===== src/rtl/arb_pkg.sv =====
// Shared types and helpers for the 4-way round-robin bus arbiter.
package arb_pkg;

  localparam int NUM_REQ = 4;

  typedef enum logic {
    IDLE  = 1'b0,
    GRANT = 1'b1
  } arb_state_t;

  function automatic logic [NUM_REQ-1:0] onehot4(input logic [1:0] idx);
    logic [NUM_REQ-1:0] v;
    v      = '0;
    v[idx] = 1'b1;
    return v;
  endfunction

endpackage


===== src/rtl/rr_pick_4.sv =====
// Combinational round-robin picker: first set request after ptr, wrapping, ptr itself last.
module rr_pick_4
  import arb_pkg::*;
(
  input  logic [NUM_REQ-1:0] req,
  input  logic [1:0]         ptr,
  output logic               found,
  output logic [1:0]         winner
);

  logic [1:0] idx;

  // NOTE: every signal written here gets a default first so no latch is inferred.
  always_comb begin
    found  = 1'b0;
    winner = 2'd0;
    idx    = 2'd0;
    for (int i = 1; i <= NUM_REQ; i++) begin
      idx = ptr + 2'(i);
      if (!found && req[idx]) begin
        found  = 1'b1;
        winner = idx;
      end
    end
  end

endmodule


===== src/rtl/bus_arbiter_4.sv =====
// Round-robin arbiter sharing one downstream channel between 4 requesters, with burst
// hold until last beat, owner withdrawal, or a fairness beat limit.
module bus_arbiter_4
  import arb_pkg::*;
#(
  parameter int MAX_BEATS = 16
) (
  input  logic               clk,
  input  logic               reset_n,
  input  logic [NUM_REQ-1:0] req,
  input  logic [NUM_REQ-1:0] last,
  input  logic               out_ready,
  output logic [NUM_REQ-1:0] grant,
  output logic [1:0]         select,
  output logic               out_valid,
  output logic [NUM_REQ-1:0] req_ready,
  output logic               busy
);

  localparam int CNT_WIDTH = $clog2(MAX_BEATS + 1);
  localparam logic [CNT_WIDTH-1:0] LAST_CNT = CNT_WIDTH'(MAX_BEATS - 1);

  arb_state_t           state_q, state_d;
  logic [NUM_REQ-1:0]   grant_q, grant_d;
  logic [1:0]           select_q, select_d;
  logic [1:0]           ptr_q, ptr_d;
  logic [CNT_WIDTH-1:0] count_q, count_d;

  logic       found;
  logic [1:0] winner;
  logic       beat;
  logic       release_now;

  rr_pick_4 u_pick (
    .req    (req),
    .ptr    (ptr_q),
    .found  (found),
    .winner (winner)
  );

  assign busy      = (state_q == GRANT);
  assign out_valid = busy & req[select_q];
  // grant_q is all-zero when idle, so masking it gives the owner-only ready.
  assign req_ready = grant_q & {NUM_REQ{out_ready}};
  assign grant     = grant_q;
  assign select    = select_q;

  assign beat        = busy & req[select_q] & out_ready;
  assign release_now = (beat & last[select_q])
                     | (beat & (count_q == LAST_CNT))
                     | ~req[select_q];

  always_comb begin
    state_d  = state_q;
    grant_d  = grant_q;
    select_d = select_q;
    ptr_d    = ptr_q;
    count_d  = count_q;
    case (state_q)
      IDLE: begin
        if (found) begin
          state_d  = GRANT;
          grant_d  = onehot4(winner);
          select_d = winner;
          count_d  = '0;
        end
      end
      GRANT: begin
        // select is left alone on release; the mux output is ignored while idle.
        if (release_now) begin
          state_d = IDLE;
          grant_d = '0;
          ptr_d   = select_q;
          count_d = '0;
        end else if (beat) begin
          count_d = count_q + CNT_WIDTH'(1);
        end
      end
      default: state_d = IDLE;
    endcase
  end

  // NOTE: sequential state uses non-blocking assignments only, so all registers update together.
  always_ff @(posedge clk or negedge reset_n) begin
    if (!reset_n) begin
      state_q  <= IDLE;
      grant_q  <= '0;
      select_q <= 2'd0;
      ptr_q    <= 2'd3;
      count_q  <= '0;
    end else begin
      state_q  <= state_d;
      grant_q  <= grant_d;
      select_q <= select_d;
      ptr_q    <= ptr_d;
      count_q  <= count_d;
    end
  end

endmodule


===== config.mk =====
export PLATFORM = sky130hd
export DESIGN_NAME = bus_arbiter_4
export DESIGN_NICKNAME = d
export VERILOG_FILES = /design/src/rtl/arb_pkg.sv /design/src/rtl/rr_pick_4.sv /design/src/rtl/bus_arbiter_4.sv
export SDC_FILE = /design/constraint.sdc
export NUM_CORES = 1
export LEC_CHECK = 0
export CAP_MARGIN = 20
export CORE_MARGIN = 2
export CORE_UTILIZATION = 50
export DETAILED_ROUTE_END_ITERATION = 6
export PLACE_DENSITY = 0.83
export SYNTH_ARGS = -nofsm -noshare
export SYNTH_HDL_FRONTEND = slang
export SYNTH_SLANG_ARGS = --single-unit

===== constraint.sdc =====
create_clock -name clk -period 2.9 [get_ports clk]
set_clock_uncertainty 0.15 [all_clocks]
set_input_delay 0.29 -clock clk [delete_from_list [all_inputs] [get_ports clk]]
set_output_delay 0.29 -clock clk [all_outputs]
set_load 0.02 [all_outputs]

# Yosys cells after proc, flatten, opt, wreduce, memory -nomap -nowiden

Cells that the tools add are included.
Widths: inputs -> output; s select.

Add/sub/neg operators: 4
Order comparisons: 7
Equal/unequal tests: 4
Muxes and demuxes: 32
Bitwise logic cells: 9
Reductions and logical operators: 11

Operator list:

| kind                | count |
|---|---|
| $lt 2x3->1 const B  | 6 |
| $mux 5              | 3 |
| $mux 1              | 13 |
| $bmux 1 s2          | 6 |
| $pmux 5 s2          | 1 |
| $mux 2              | 4 |
| $mux 4              | 2 |
| $pmux 4 s2          | 1 |
| $reduce_and 2->1    | 4 |
| $add 5x1->5 const B | 1 |
| $eq 5x4->1 const B  | 1 |
| $add 2x2->2 const B | 2 |
| $and 1x1->1         | 4 |
| $and 4x4->4         | 1 |
| $logic_and 1x1->1   | 4 |
| $logic_not 1->1     | 3 |
| $ne 3x1->1 const B  | 1 |
| $add 2x1->2 const B | 1 |
| $demux 1 s2         | 1 |
| $ge 2x1->1 const B  | 1 |
| $ne 2x1->1 const B  | 1 |
| $ne 2x2->1 const B  | 1 |
| $not 1->1           | 2 |
| $or 1x1->1          | 2 |
| $pmux 1 s2          | 1 |

Register bits: 14
Bits of input ports: 11
Output and inout bits: 12
Word-level logic and storage cells: 72

# Depth between registers and ports, before layout

Depth after elaboration: 19
Mapped depth: 7
Mapped depth without buffers: 7

# By module

A second synthesis with hierarchy kept.

Cells, all modules: 85
Area total of the unflattened synthesis: 869.6 µm²

By module, submodules not included:

| module        | instances | cells an instance | area each (µm²) | sequential area each (µm²) |
|---|---|---|---|---|
| bus_arbiter_4 | 1         | 71                | 778.2           | 352.8 |
| rr_pick_4     | 1         | 14                | 91.3            | 0.0 |

# Worst setup path before layout

No wires, ideal clock.

Kind: reg2reg
Start point: register select_q[0], in the netlist select[0]
End point: register grant_q[2], in the netlist grant[2]
Library setup time: 0.121 ns
Arrival time: 1.855 ns
Required time: 2.629 ns
Slack: 0.774 ns
Stages on the path, launching flop included: 5
Buffers on the path: 0
Period minus slack after synthesis: 2.126 ns
Cells stage by stage: dfrtp_1 mux4_2 and2_2 o22a_2 a22o_1

Cells in the longest elaborated chain, start to end: 9
Elaborated cells on any way between the ends: 13
Those cells by class: eq/ne: 1; mux: 4; bitwise: 7; reduce/logical: 1

RTL lines:

| what                                  | line                                     | RTL |
|---|---|---|
| from (decl)                           | bus_arbiter_4.sv:25                      | `logic [1:0] select_q, select_d;` |
| from (signal assigned)                | bus_arbiter_4.sv:94                      | `select_q <= select_d;` |
| $bmux 1 s2 (*)                        | --                                       |  |
| $mux 1 (*)                            | --                                       |  |
| $and 1x1->1 (*)                       | --                                       |  |
| via out_valid                         | bus_arbiter_4.sv:15                      | `output logic out_valid,` |
| $and 1x1->1 (*)                       | bus_arbiter_4.sv:48                      | `assign beat = busy & req[select_q] & out_ready;` |
| $and 1x1->1, on equally long branches | bus_arbiter_4.sv:49, bus_arbiter_4.sv:50 |  |
| $or 1x1->1 (*)                        | bus_arbiter_4.sv:50                      | `\| (beat & (count_q == LAST_CNT))` |
| $or 1x1->1 (*)                        | bus_arbiter_4.sv:51                      | `\| ~req[select_q];` |
| $ne 2x1->1 (no line) (*)              | --                                       |  |
| $reduce_and 2->1 (no line) (*)        | --                                       |  |
| to (signal assigned)                  | bus_arbiter_4.sv:93                      | `grant_q <= grant_d;` |
| to (decl)                             | bus_arbiter_4.sv:24                      | `logic [NUM_REQ-1:0] grant_q, grant_d;` |

The timed path passes the listed nets; every way through them passes the cells marked *. The select of a mux whose other input is x is not followed.
A chain may end at the register's enable or synchronous reset.

# Final worst setup path

Start point: register select_q[0], in the netlist select[0]
End point: output port out_valid

Cells in the longest elaborated chain, start to end: 3

RTL lines:

| what                         | line                | RTL |
|---|---|---|
| $bmux 1 s2                   | bus_arbiter_4.sv:42 | `assign out_valid = busy & req[select_q];` |
| $mux 1 (not written as such) | bus_arbiter_4.sv:42 |  |
| $and 1x1->1                  | bus_arbiter_4.sv:42 |  |
| to (decl)                    | bus_arbiter_4.sv:15 |  |

No other way between the ends. The select of a mux whose other input is x is not followed.

==> results.toml <==
[setup_path]
cp-end-kind = "output pin"
criticalPathCategory = "register to output pin"
worstPathArrival_ns = 2.10
r2r_start = "select[0]$_DFFE_PN0P_"
cp.required_ns = 2.46
ff2ff_path_depth = 4
reg2reg_slack_ns = 0.82
regToRegEndpoint = "count_q[2]$_DFFE_PN0P_"
crit_fanout = 6
startpoint_type = "register"

[grt]
gr-usage-all-layers_pct = 19.8
grt_pass1_wl_mm = 2.85
grt_overflow = 0
antenna_found_initial = 0
grt_max_degree = 15
grt_pass1_vias = 643

[clock_network]
cts.sinks = 14
cts_setup_buffers = 0
cts_htree_levels = 1
cts_buffers = 3
cts_hold_buf = 0
cts_resized = 0
cts.clk_slew.worst_paths_ns = 0.09
cts-root-buf = "clkbuf_4"
insertion_delay_ns = 0.29
clk_path_buf_depth = 2
cts_tree = "yes"

[placement]
hpwl_mm = 1.34
dpl_cell_area_sq_mm = 0.00107
io_buffer_count = 22
gp_congestion = 0.797

[floorplanning]
dieArea_sq_mm = 0.00200
fp.coreArea_sq_mm = 0.00152
ios = 23
rows = 14
start_util_pct = 54.4
die_width_um = 44.7
die_h_um = 44.7

[cells_and_area]
fin_util_pct = 72.5
final_area_sq_mm = 0.00110
layout-drive-gt1-share_pct = 15.4
area_delta_synth_final_pct = 33.4
antenna_cells = 0
regArea_sq_um = 353
multi_input_area_sq_um = 460
nets = 118
fillCellCount = 100

[routing]
vias_per_cell = 6.16
first_pass_iters = 5
wl_mm = 1.76
vias = 739
ant_nets = 0
wire_per_inst_um = 14.7
drc = 0
drt_iter0_markers = 20

[yosys]
ys_top_cells_by_area = "dfrtp_1, dfstp_2, o2bb2ai_1"
yosys_warnings = 0
synthesis.area_sq_um = 828
netlist.area_leader.share_pct = 36.3
synth_top_area_cell = "dfrtp_1"
ys_seq_area_share_pct = 42.6
syn-num-nets = 91
syn_area_per_cell_sq_um = 10.6
ys_seq_elements = 14
ys_types = 34
synth_cells = 78

[sta]
rsz0062_at_grt = "false"
min_period_over_period_pct = 87.6
relSlewSlack_pct = 58.6
setup-tns-final_ns = 0
fmax_mhz = 393
final-hold-violation-count = 0
layout_min_cycle_time_ns = 2.54
setup_viol = 0
tightest_slew_ns = 0.619
hold_slack_ns = 0.229
slew_viol_final = 0

[power_and_ir_drop]
p_leak_uw = 0.000452
p_total_uw = 1020
power.density_mw_per_mm2 = 924
vdd_drop_max_uv = 486

[min_path]
min_path_type = "primary input to async pin"

[status]
status = "completed"

[flow_run]
cap_violations = 0
## worst max-delay path, cell delays in order, from the launching register on
cell	delay, ns
dfrtp_1	0.48
mux4_2	0.57
and2_2	0.23
clkdlybuf4s50_1	0.54
## cells in the final DEF (no fill, tap or decap), types with 3 or more instances in the layout
cell type,instances
inv_1,4
clkbuf_4,3
o21ai_0,5
and2_1,4
clkdlybuf4s50_1,22
o2bb2ai_1,4
nand2_1,5
dfrtp_1,12
mux2i_1,3
or4_1,3
## cells by family (layout without fill, tap and decap cells)
logic type               Yosys count  in the layout  synth area share, %
AO/OA/AOI/OAI                     26             26                 24.0
adder cells (fa/ha/maj)            2              2                 3.02
buffers and inverters              4             30                 1.81
flip-flops                        14             14                 42.6
multiplexers                       6              6                 9.06
AND/OR/NAND/NOR                   26             26                 19.5
## sequential cells by signal (all words and copies together), names as in the netlist
register,count
select,2
ptr_q,2
count_q,5
busy,1
grant,4
## synthesized netlist by cell type
master,n
or4_1,3
dfstp_2,2
mux4_2,1
nor4_1,1
and2_2,1
nand2_1,5
ha_1,2
a22o_2,1
and2_1,4
o2bb2ai_1,4
dfrtp_1,12
o311ai_0,1
o21a_1,1
o22a_2,2
or2_2,1
mux2_2,2
nand3_1,2
mux2i_1,3
a22o_1,2
nor2b_1,2
nor3b_4,1
a21boi_1,1
a21oi_1,2
o221ai_1,1
nor3b_1,1
inv_1,4
nand2b_1,2
o221a_2,1
o21ai_0,5
and3_1,1
o31ai_1,2
a21o_1,1
a21boi_0,2
nor2_1,2
## layer usage
layer / wire length (um) / part of all wire [%] / global-route usage [%]
met1: 780 / 44 / 26.0
met4: 21 / 1.2 / 7.27
met2: 843 / 48 / 33.0
met3: 116 / 6.6 / 2.80
met5: 0 / 0 / 0
## where the power goes
| part | switching (uW) | internal [uW] | total, uW | leakage [uW] |
|---|---|---|---|---|
| Combinational | 247 | 278 | 526 | 0.000251 |
| Sequential | 81.7 | 269 | 351 | 0.000180 |
| Clock | 67.5 | 76.5 | 144 | 0.0000210 |
| Total | 396 | 624 | 1020 | 0.000452 |
## worst max-delay path by stage
stage	startpoint	to	slack, ns	cells after the start
floorplan	select[0]$_DFFE_PN0P_	grant[2]$_DFFE_PN0P_	0.77	4
global placement	req[3]	out_valid	0.41	4
detailed placement	req[3]	out_valid	0.38	4
CTS	select[0]$_DFFE_PN0P_	out_valid	0.34	3
global route	select[0]$_DFFE_PN0P_	out_valid	0.29	3
finish	select[0]$_DFFE_PN0P_	out_valid	0.36	3
## stage by stage
step	instances	setup WS [ns]
detailed placement	116	0.381
floorplan	78	0.774
global route	120	0.288
CTS	120	0.339
finish	120	0.359
global placement	116	0.412
## cell type report
cell class,count,area share (%)
tap,16,1.81
inverter,4,1.36
timing repair buffer,22,19.9
sequential,14,31.9
multi-input combinational,60,41.7
clock buffer,4,3.28
(Power assumes the default switching activity.)
